==> config.mk <==
export PLATFORM = sky130hd
export DESIGN_NAME = hazard_flush_ctrl
export DESIGN_NICKNAME = d
export VERILOG_FILES = /design/src/rtl/hazard_flush_ctrl.sv
export SDC_FILE = /design/constraint.sdc
export NUM_CORES = 1
export LEC_CHECK = 0
export BUFFER_PORTS_ARGS = -buffer_cell sky130_fd_sc_hd__buf_2
export CAP_MARGIN = 20
export CORE_MARGIN = 2
export CORE_UTILIZATION = 40
export DETAILED_ROUTE_END_ITERATION = 6
export PLACE_DENSITY = 0.88
export SETUP_SLACK_MARGIN = 0.4
export SKIP_CTS_REPAIR_TIMING = 1
export SLEW_MARGIN = 20
export SYNTH_ARGS = -nofsm -noshare
export SYNTH_HDL_FRONTEND = slang
export SYNTH_SLANG_ARGS = --single-unit
==> constraint.sdc <==
create_clock -name clk -period 1.7 [get_ports clk]
set_input_delay 0.255 -clock clk [delete_from_list [all_inputs] [get_ports clk]]
set_output_delay 0.255 -clock clk [all_outputs]
set_load 0.01 [all_outputs]
==> src/rtl/hazard_flush_ctrl.sv <==
`default_nettype none
// ============================================================================
// Module      : hazard_flush_ctrl
// Description : Stall/flush controller for the IF/ID, ID/EX and EX/MEM
//               pipeline registers. It covers load-use hazards, taken
//               branches, memory-busy freeze with timeout, and the
//               multi-cycle drain after a trap or mret.
//               Optional macro HAZARD_PERF_EN builds saturating counters
//               for stall cycles and flush events.
// Revision    : 1.0 - initial release
// ============================================================================
module hazard_flush_ctrl #(
    parameter int TRAP_FLUSH_CYCLES = 2,
    parameter int MEM_TIMEOUT       = 255,
    parameter int CNT_W             = 32
) (
    input  logic             clk,
    input  logic             rst,
    input  logic [4:0]       Rs1D,
    input  logic [4:0]       Rs2D,
    input  logic [4:0]       RdE,
    input  logic             MemReadE,
    input  logic             RegWriteE,
    input  logic             PCSrcE,
    input  logic             TrapM,
    input  logic             MemBusyM,
    output logic             StallF,
    output logic             StallD,
    output logic             StallE,
    output logic             StallM,
    output logic             FlushD,
    output logic             FlushE,
    output logic             FlushM,
    output logic             TrapRedirect,
    output logic             BusTimeout,
    output logic [CNT_W-1:0] StallCycles,
    output logic [CNT_W-1:0] FlushEvents
);

    localparam int c_WAIT_W = (MEM_TIMEOUT > 0) ? $clog2(MEM_TIMEOUT + 1) : 1;
    localparam int c_TRAP_W = (TRAP_FLUSH_CYCLES > 1) ? $clog2(TRAP_FLUSH_CYCLES) : 1;

    localparam logic [c_WAIT_W-1:0] c_WAIT_LIMIT  = c_WAIT_W'(MEM_TIMEOUT);
    localparam logic [c_WAIT_W-1:0] c_WAIT_ONE    = c_WAIT_W'(1);
    localparam logic [c_WAIT_W-1:0] c_WAIT_MAX    = '1;
    localparam logic [c_TRAP_W-1:0] c_TRAP_RELOAD = c_TRAP_W'(TRAP_FLUSH_CYCLES - 1);
    localparam logic [c_TRAP_W-1:0] c_TRAP_ONE    = c_TRAP_W'(1);
    localparam bit                  c_TIMEOUT_EN  = (MEM_TIMEOUT != 0);
    localparam bit                  c_TRAP_SEQ    = (TRAP_FLUSH_CYCLES > 1);

    typedef enum logic [1:0] {
        ST_RUN        = 2'd0,
        ST_MEM_WAIT   = 2'd1,
        ST_TRAP_FLUSH = 2'd2
    } state_t;

    state_t              r_state;
    state_t              w_state_nxt;
    logic [c_WAIT_W-1:0] r_waitcnt;
    logic [c_WAIT_W-1:0] w_waitcnt_nxt;
    logic [c_TRAP_W-1:0] r_trapcnt;
    logic [c_TRAP_W-1:0] w_trapcnt_nxt;
    logic                r_bus_timeout;
    logic                w_timeout_hit;

    logic w_load_use;
    logic w_stall_f;
    logic w_stall_d;
    logic w_stall_e;
    logic w_stall_m;
    logic w_flush_d;
    logic w_flush_e;
    logic w_flush_m;
    logic w_trap_redirect;

    // x0 is never a real producer, so a load targeting it cannot cause a hazard
    assign w_load_use = MemReadE & RegWriteE & (RdE != 5'd0) &
                        ((RdE == Rs1D) | (RdE == Rs2D));

    // Next-state and zero-latency stall/flush decode; TrapM outranks everything in every state
    always_comb begin
        w_state_nxt     = r_state;
        w_waitcnt_nxt   = r_waitcnt;
        w_trapcnt_nxt   = r_trapcnt;
        w_timeout_hit   = 1'b0;
        w_stall_f       = 1'b0;
        w_stall_d       = 1'b0;
        w_stall_e       = 1'b0;
        w_stall_m       = 1'b0;
        w_flush_d       = 1'b0;
        w_flush_e       = 1'b0;
        w_flush_m       = 1'b0;
        w_trap_redirect = 1'b0;

        if (rst) begin
            w_flush_d     = 1'b1;
            w_flush_e     = 1'b1;
            w_flush_m     = 1'b1;
            w_state_nxt   = ST_RUN;
            w_waitcnt_nxt = '0;
            w_trapcnt_nxt = '0;
        end else if (TrapM) begin
            // Trap/mret commit: empty every younger stage and redirect the PC
            w_flush_d       = 1'b1;
            w_flush_e       = 1'b1;
            w_flush_m       = 1'b1;
            w_trap_redirect = 1'b1;
            w_waitcnt_nxt   = '0;
            if (c_TRAP_SEQ) begin
                w_state_nxt   = ST_TRAP_FLUSH;
                w_trapcnt_nxt = c_TRAP_RELOAD;
            end else begin
                w_state_nxt   = ST_RUN;
                w_trapcnt_nxt = '0;
            end
        end else begin
            case (r_state)
                ST_TRAP_FLUSH: begin
                    // Drain: Memory stage was already emptied on entry, so busy is moot
                    w_flush_d = 1'b1;
                    w_flush_e = 1'b1;
                    if (r_trapcnt <= c_TRAP_ONE) begin
                        w_trapcnt_nxt = '0;
                        w_state_nxt   = ST_RUN;
                    end else begin
                        w_trapcnt_nxt = r_trapcnt - c_TRAP_ONE;
                    end
                end
                default: begin
                    if (MemBusyM) begin
                        w_stall_f = 1'b1;
                        w_stall_d = 1'b1;
                        w_stall_e = 1'b1;
                        w_stall_m = 1'b1;
                        if (r_state == ST_RUN) begin
                            w_state_nxt   = ST_MEM_WAIT;
                            w_waitcnt_nxt = c_WAIT_ONE;
                        end else if (c_TIMEOUT_EN && (r_waitcnt == c_WAIT_LIMIT)) begin
                            // Give up on the access; the pulse is seen next cycle
                            w_timeout_hit = 1'b1;
                            w_state_nxt   = ST_RUN;
                            w_waitcnt_nxt = '0;
                        end else if (r_waitcnt != c_WAIT_MAX) begin
                            w_waitcnt_nxt = r_waitcnt + c_WAIT_ONE;
                        end
                    end else begin
                        w_state_nxt   = ST_RUN;
                        w_waitcnt_nxt = '0;
                        if (PCSrcE) begin
                            // Wrong-path instructions in D and E are squashed
                            w_flush_d = 1'b1;
                            w_flush_e = 1'b1;
                        end else if (w_load_use) begin
                            // Hold F/D one cycle and insert a bubble into E
                            w_stall_f = 1'b1;
                            w_stall_d = 1'b1;
                            w_flush_e = 1'b1;
                        end
                    end
                end
            endcase
        end
    end

    // State, counter and timeout-pulse registers
    always_ff @(posedge clk) begin
        if (rst) begin
            r_state       <= ST_RUN;
            r_waitcnt     <= '0;
            r_trapcnt     <= '0;
            r_bus_timeout <= 1'b0;
        end else begin
            r_state       <= w_state_nxt;
            r_waitcnt     <= w_waitcnt_nxt;
            r_trapcnt     <= w_trapcnt_nxt;
            r_bus_timeout <= w_timeout_hit;
        end
    end

    assign StallF       = w_stall_f;
    assign StallD       = w_stall_d;
    assign StallE       = w_stall_e;
    assign StallM       = w_stall_m;
    assign FlushD       = w_flush_d;
    assign FlushE       = w_flush_e;
    assign FlushM       = w_flush_m;
    assign TrapRedirect = w_trap_redirect;
    // Masked so the pulse reads 0 throughout reset, including the first cycle
    assign BusTimeout   = r_bus_timeout & ~rst;

`ifdef HAZARD_PERF_EN
    logic [CNT_W-1:0] r_stall_cycles;
    logic [CNT_W-1:0] r_flush_events;

    // Saturating performance counters; reset-induced flushes are not counted
    always_ff @(posedge clk) begin
        if (rst) begin
            r_stall_cycles <= '0;
            r_flush_events <= '0;
        end else begin
            if (w_stall_f && (r_stall_cycles != '1)) begin
                r_stall_cycles <= r_stall_cycles + 1'b1;
            end
            if (w_flush_e && (r_flush_events != '1)) begin
                r_flush_events <= r_flush_events + 1'b1;
            end
        end
    end

    assign StallCycles = r_stall_cycles;
    assign FlushEvents = r_flush_events;
`else
    assign StallCycles = '0;
    assign FlushEvents = '0;
`endif

endmodule
`default_nettype wire
======== After elaboration in Yosys (flattened, before gate mapping) ========
Index checks and enable logic that the tools add are counted.
cells by class
  bitwise gates (word level) .............. 8
  multiplexer cells ....................... 37
  reductions and logical operators ........ 8
  add/subtract/negate cells ............... 2
  equality and inequality tests ........... 10
  order comparisons ....................... 1
operators by type and width
  kind                                                    count
  two-way mux 8 bit                                       4
  two-way mux 1 bit                                       27
  two-way mux 2 bit                                       6
  == test 5 bit                                           2
  adder 8 x 1 -> 8 bit (second input constant)            1
  == test 8 bit (second input constant)                   1
  inequality test 4 x 1 -> 1 bit (second input constant)  2
  inequality test 8 bit (second input constant)           1
  AND reduction 2 bit                                     3
  inequality test 5 x 2 -> 1 bit (second input constant)  1
  nonzero test 5 bit                                      1
  OR reduction 5 bit                                      1
  bitwise AND 1 bit                                       4
  inequality test 3 bit (second input constant)           1
  NOT 1 bit                                               3
  == test 2 bit (second input constant)                   1
  zero test 2 bit                                         1
  inequality test 2 bit (second input constant)           1
  nonzero test 2 bit                                      1
  OR reduction 2 bit                                      1
  <= comparator 1 bit (second input constant)             1
  OR 1 bit                                                1
  subtractor 1 bit (second input constant)                1
storage, ports and cells
  flip-flop bits (word level) ............. 12
  input bits .............................. 22
  logic and storage cells ................. 71

======== Logic depth before layout (Yosys ltp) ========
  depth in word-level cells ............... 9
  gate-level depth with buffers ........... 6
  gate-level depth less buffers ........... 5

======== Least setup slack after synthesis ========
OpenSTA, ideal clock, no wires.
  path kind ............................... in2out
  start ................................... in TrapM
  end ..................................... out StallF
  setup slack ............................. 183 ps
  stages .................................. 6
  arrival ................................. 1262 ps
  path buffers ............................ 1
  cells stage by stage .................... nor2_1 inv_2 nor3_2 o2111ai_1 o21ai_1 buf_4
between the ends
  word-level cells in the longest chain between the ends .. 2
ends and longest elaborated chain
  item                            line  RTL
  start: declaration              25    input logic TrapM,
  two-way mux 1 bit (2 in a row)  n/a
  end: declaration                27    output logic StallF,
No other way between the ends.

======== Final worst setup path ========
  start ................................... reg r_state[1]
  end ..................................... out StallD
between the ends
  word-level cells in the longest chain between the ends .. 4
ends and longest elaborated chain
  item                      line  RTL
  start: declaration        57    state_t r_state;
  start signal: assignment  173   r_state <= w_state_nxt;
  == test 2 bit             117   case (r_state)
  two-way mux 1 bit         117
  two-way mux 1 bit         102   end else if (TrapM) begin
  two-way mux 1 bit         95    if (rst) begin
  end: declaration          28    output logic StallD,
No other way between the ends.

==> metrics.md <==
| Metric | Value |
|---|---|
| Core Area | about 2800 um2 |
| Post-layout instance area | 1287 um2 |
| Clock Pin Slew Worst Setup and Hold Paths | ~0.070 ns |
| CP required | approximately 1.4 ns |
| Site Rows | 19 |
| DPL Wire Length | about 1700 um |
| Worst r2r src | r_waitcnt[1] |
| Ys Warns | 0 |
| Chip width | between 50 and 60 um |
| WP buf/inv | 2 |
| Post-synthesis cell type count | 32 |
| # placed instances | 216 |
| Critical path origin | r_state[1] |
| Reg2reg path depth | 5 |
| Overall Power | around 0.62 mW |
| Final non-filler cell total | around 220 |
| Area of the multi-input gates | about 770 um2 |
| Worst Hold Depth | 2 |
| Leak pwr | around 0.67 nW |
| CTS sink count | 11 |
| Clock root buffer | clkbuf_4 |
| Post-synthesis sequential area ratio | 0.1831 |
| Slowest stage delay, CP | roughly 0.33 ns |
| Max-slew violations | 0 |
| Die Height | 58.83 um |
| Avg Inst Size Synth | between 7 and 8 um2 |
| Wire per inst | between 9 and 10 um |
| CP startpoint kind | register |
| Failing checks | design-rule violations, negative setup slack |
| Cell chain of the critical path | nor2b_1 > buf_4 > nor3_4 > o2111ai_2 > o21ai_2 > buf_2 |
| Hold path startpoint | rst |
| Synth Cell Area | 1202 um2 |
| Number of global-route vias before repair | between 700 and 800 |
| Endpoints failing setup | 1 |
| Total GRT Usage | 0.1104 |
| First-pass GRT wire length | about 3000 um |
| R2r endpoint | r_waitcnt[3] |
| Routed Antenna Nets | 0 |
| Setup WS pre-CTS | roughly 0.09 ns |
| Worst Hold Path EP | r_state[1] |
| Synth Register Bits | 11 |
| CTS HTree Levels | 1 |
| Clock tree buffer depth | 2 |
| Final setup TNS | -0.0001632 ns |
| Crit-path leading delay family | flip-flops |
| Pin count of the biggest net entering global routing | 8 |
| Most frequent cells in the layout | conb_1, buf_2, xor2_1 |
| Die area | 3460 um2 |
| Crit Path Category | reg2out |
| Total detailed-routing wirelength | approximately 2100 um |
| Final Skew | 0.001727 ns |
| Grt total ovfl | 0 |
| Tcrit/Tclk final | 1.000 |
| EDFF count, synth | 0 |
| Synth top area share | 0.4121 |
| # DRC | 6 |
| Final hold violation count | 0 |
| Worst Setup End Kind | output pin |
| Post-route minimum period | 1.700 ns |
| Yosys top cell by area | buf_4 |
| Data arrival, critical path | between 1 and 1.5 ns |
| Fin util | 0.4590 |
| Hold_ws | between 0.15 and 0.2 ns |
| Power per cell area | approximately 480 nW/um2 |
| Initial Utilization | 0.4286 |
| Via Count | ~960 |
| IO Port Bufs | 30 |
| TritonCTS Buffers | 3 |
| Asr flop ratio synth | 0 |
| Top achievable clock speed | 588.2 MHz |
| RSZ-0062 raised after global routing | yes |
| Most common cell after layout, fill and taps aside | conb_1 |
| Synth Instances | 154 |
| Routability Congestion | between 0.8 and 0.9 |
| Area after DPL | 1194 um2 |
| MaxCap Viol Count | 0 |
| Status | complete, but fails checks |
| Final net count | 217 |
| Worst-Skew Late Latency | approximately 0.27 ns |
| Hold Crit Class | in2reg |
| Synth top area cells | buf_4, dfxtp_1, xor2_1, nor2_1, a21oi_1 |
| Top_reg_cell synth | dfxtp_1 |
| TritonCTS clock tree | yes |
| R2R Setup Slk | 0.39 ns |
| First-pass DRT Iterations | 6 |
| Reg area | about 230 um2 |
| Worst IR Drop VDD | between 0.2 and 0.3 mV |
| Layout area overhead | 7.076% |
| Fraction of layout cells with a size suffix above 1 | 0.3109 |
| Worst path slowest cell | dfxtp_2 |
| Antenna violations before repair | 0 |
| Post-route worst setup slack | -0.0001632 ns |
| Diodes inserted | 0 |
| Io pins | 95 |
| DR iter-0 viols | 12 |
| Fill cells | between 200 and 300 |
| Vias/cell | between 4 and 5 |
| CP Max Fanout | 3 |
[power breakdown]
group	internal (mW)	switching [mW]	total [mW]
logic	0.0575	0.125	0.182
clock network	0.0909	0.0866	0.177
registers	0.260	0.00268	0.263
[state kept, by name, summed over array words and instances (netlist names)]
| register | flops |
|---|---|
| r_bus_timeout | 1 |
| r_state | 2 |
| r_waitcnt | 8 |
[synth_stat cells, drive strengths merged (2+ instances only)]
cell     number
nor2b         4
a21oi         7
nor3          4
dfxtp        11
nand2         4
a31oi         2
xor2         10
nor2         10
inv           4
and2          3
nand2b        2
nand3         3
buf          66
a22o          3
o2111ai       2
o21ai         6
and3          2
[cells by family (layout without fill, tap and decap cells)]
logic type,after synthesis,in the layout,synth area share
AOI/OAI and AO/OA,26,26,0.1436
xor gates and xnor gates,10,10,0.07284
adders and majority gates,1,1,0.01040
buffers and inverters,70,46,0.4246
DFF,11,11,0.1831
other,1,64,0.003119
and+or+nand+nor,35,35,0.1623
[layer usage]
layer,vias to the layer above,part of all wire,GRT usage
li1,464,-,-
met1,436,0.39,0.1342
met2,57,0.51,0.1889
met3,0,0.10,0.04615
met4,0,0,0.009740
met5,-,0,0
[final cells by class]
type	count	share of cell area
Multi-Input combinational cell	136	0.5986
Inverter	4	0.01166
Timing Repair Buffer	38	0.1633
Sequential cell	11	0.1759
Clock buffer	4	0.02041
Tap cell	31	0.03013
[how the worst max path moves through the flow]
stage,endpoint,cells past startpoint
after floorplan,StallF,4
after CTS,StallF,6
after detailed placement,FlushE,5
after global routing,StallD,6
final,StallD,6
after global placement,StallD,5
Power figures use the tool's default switching activity.
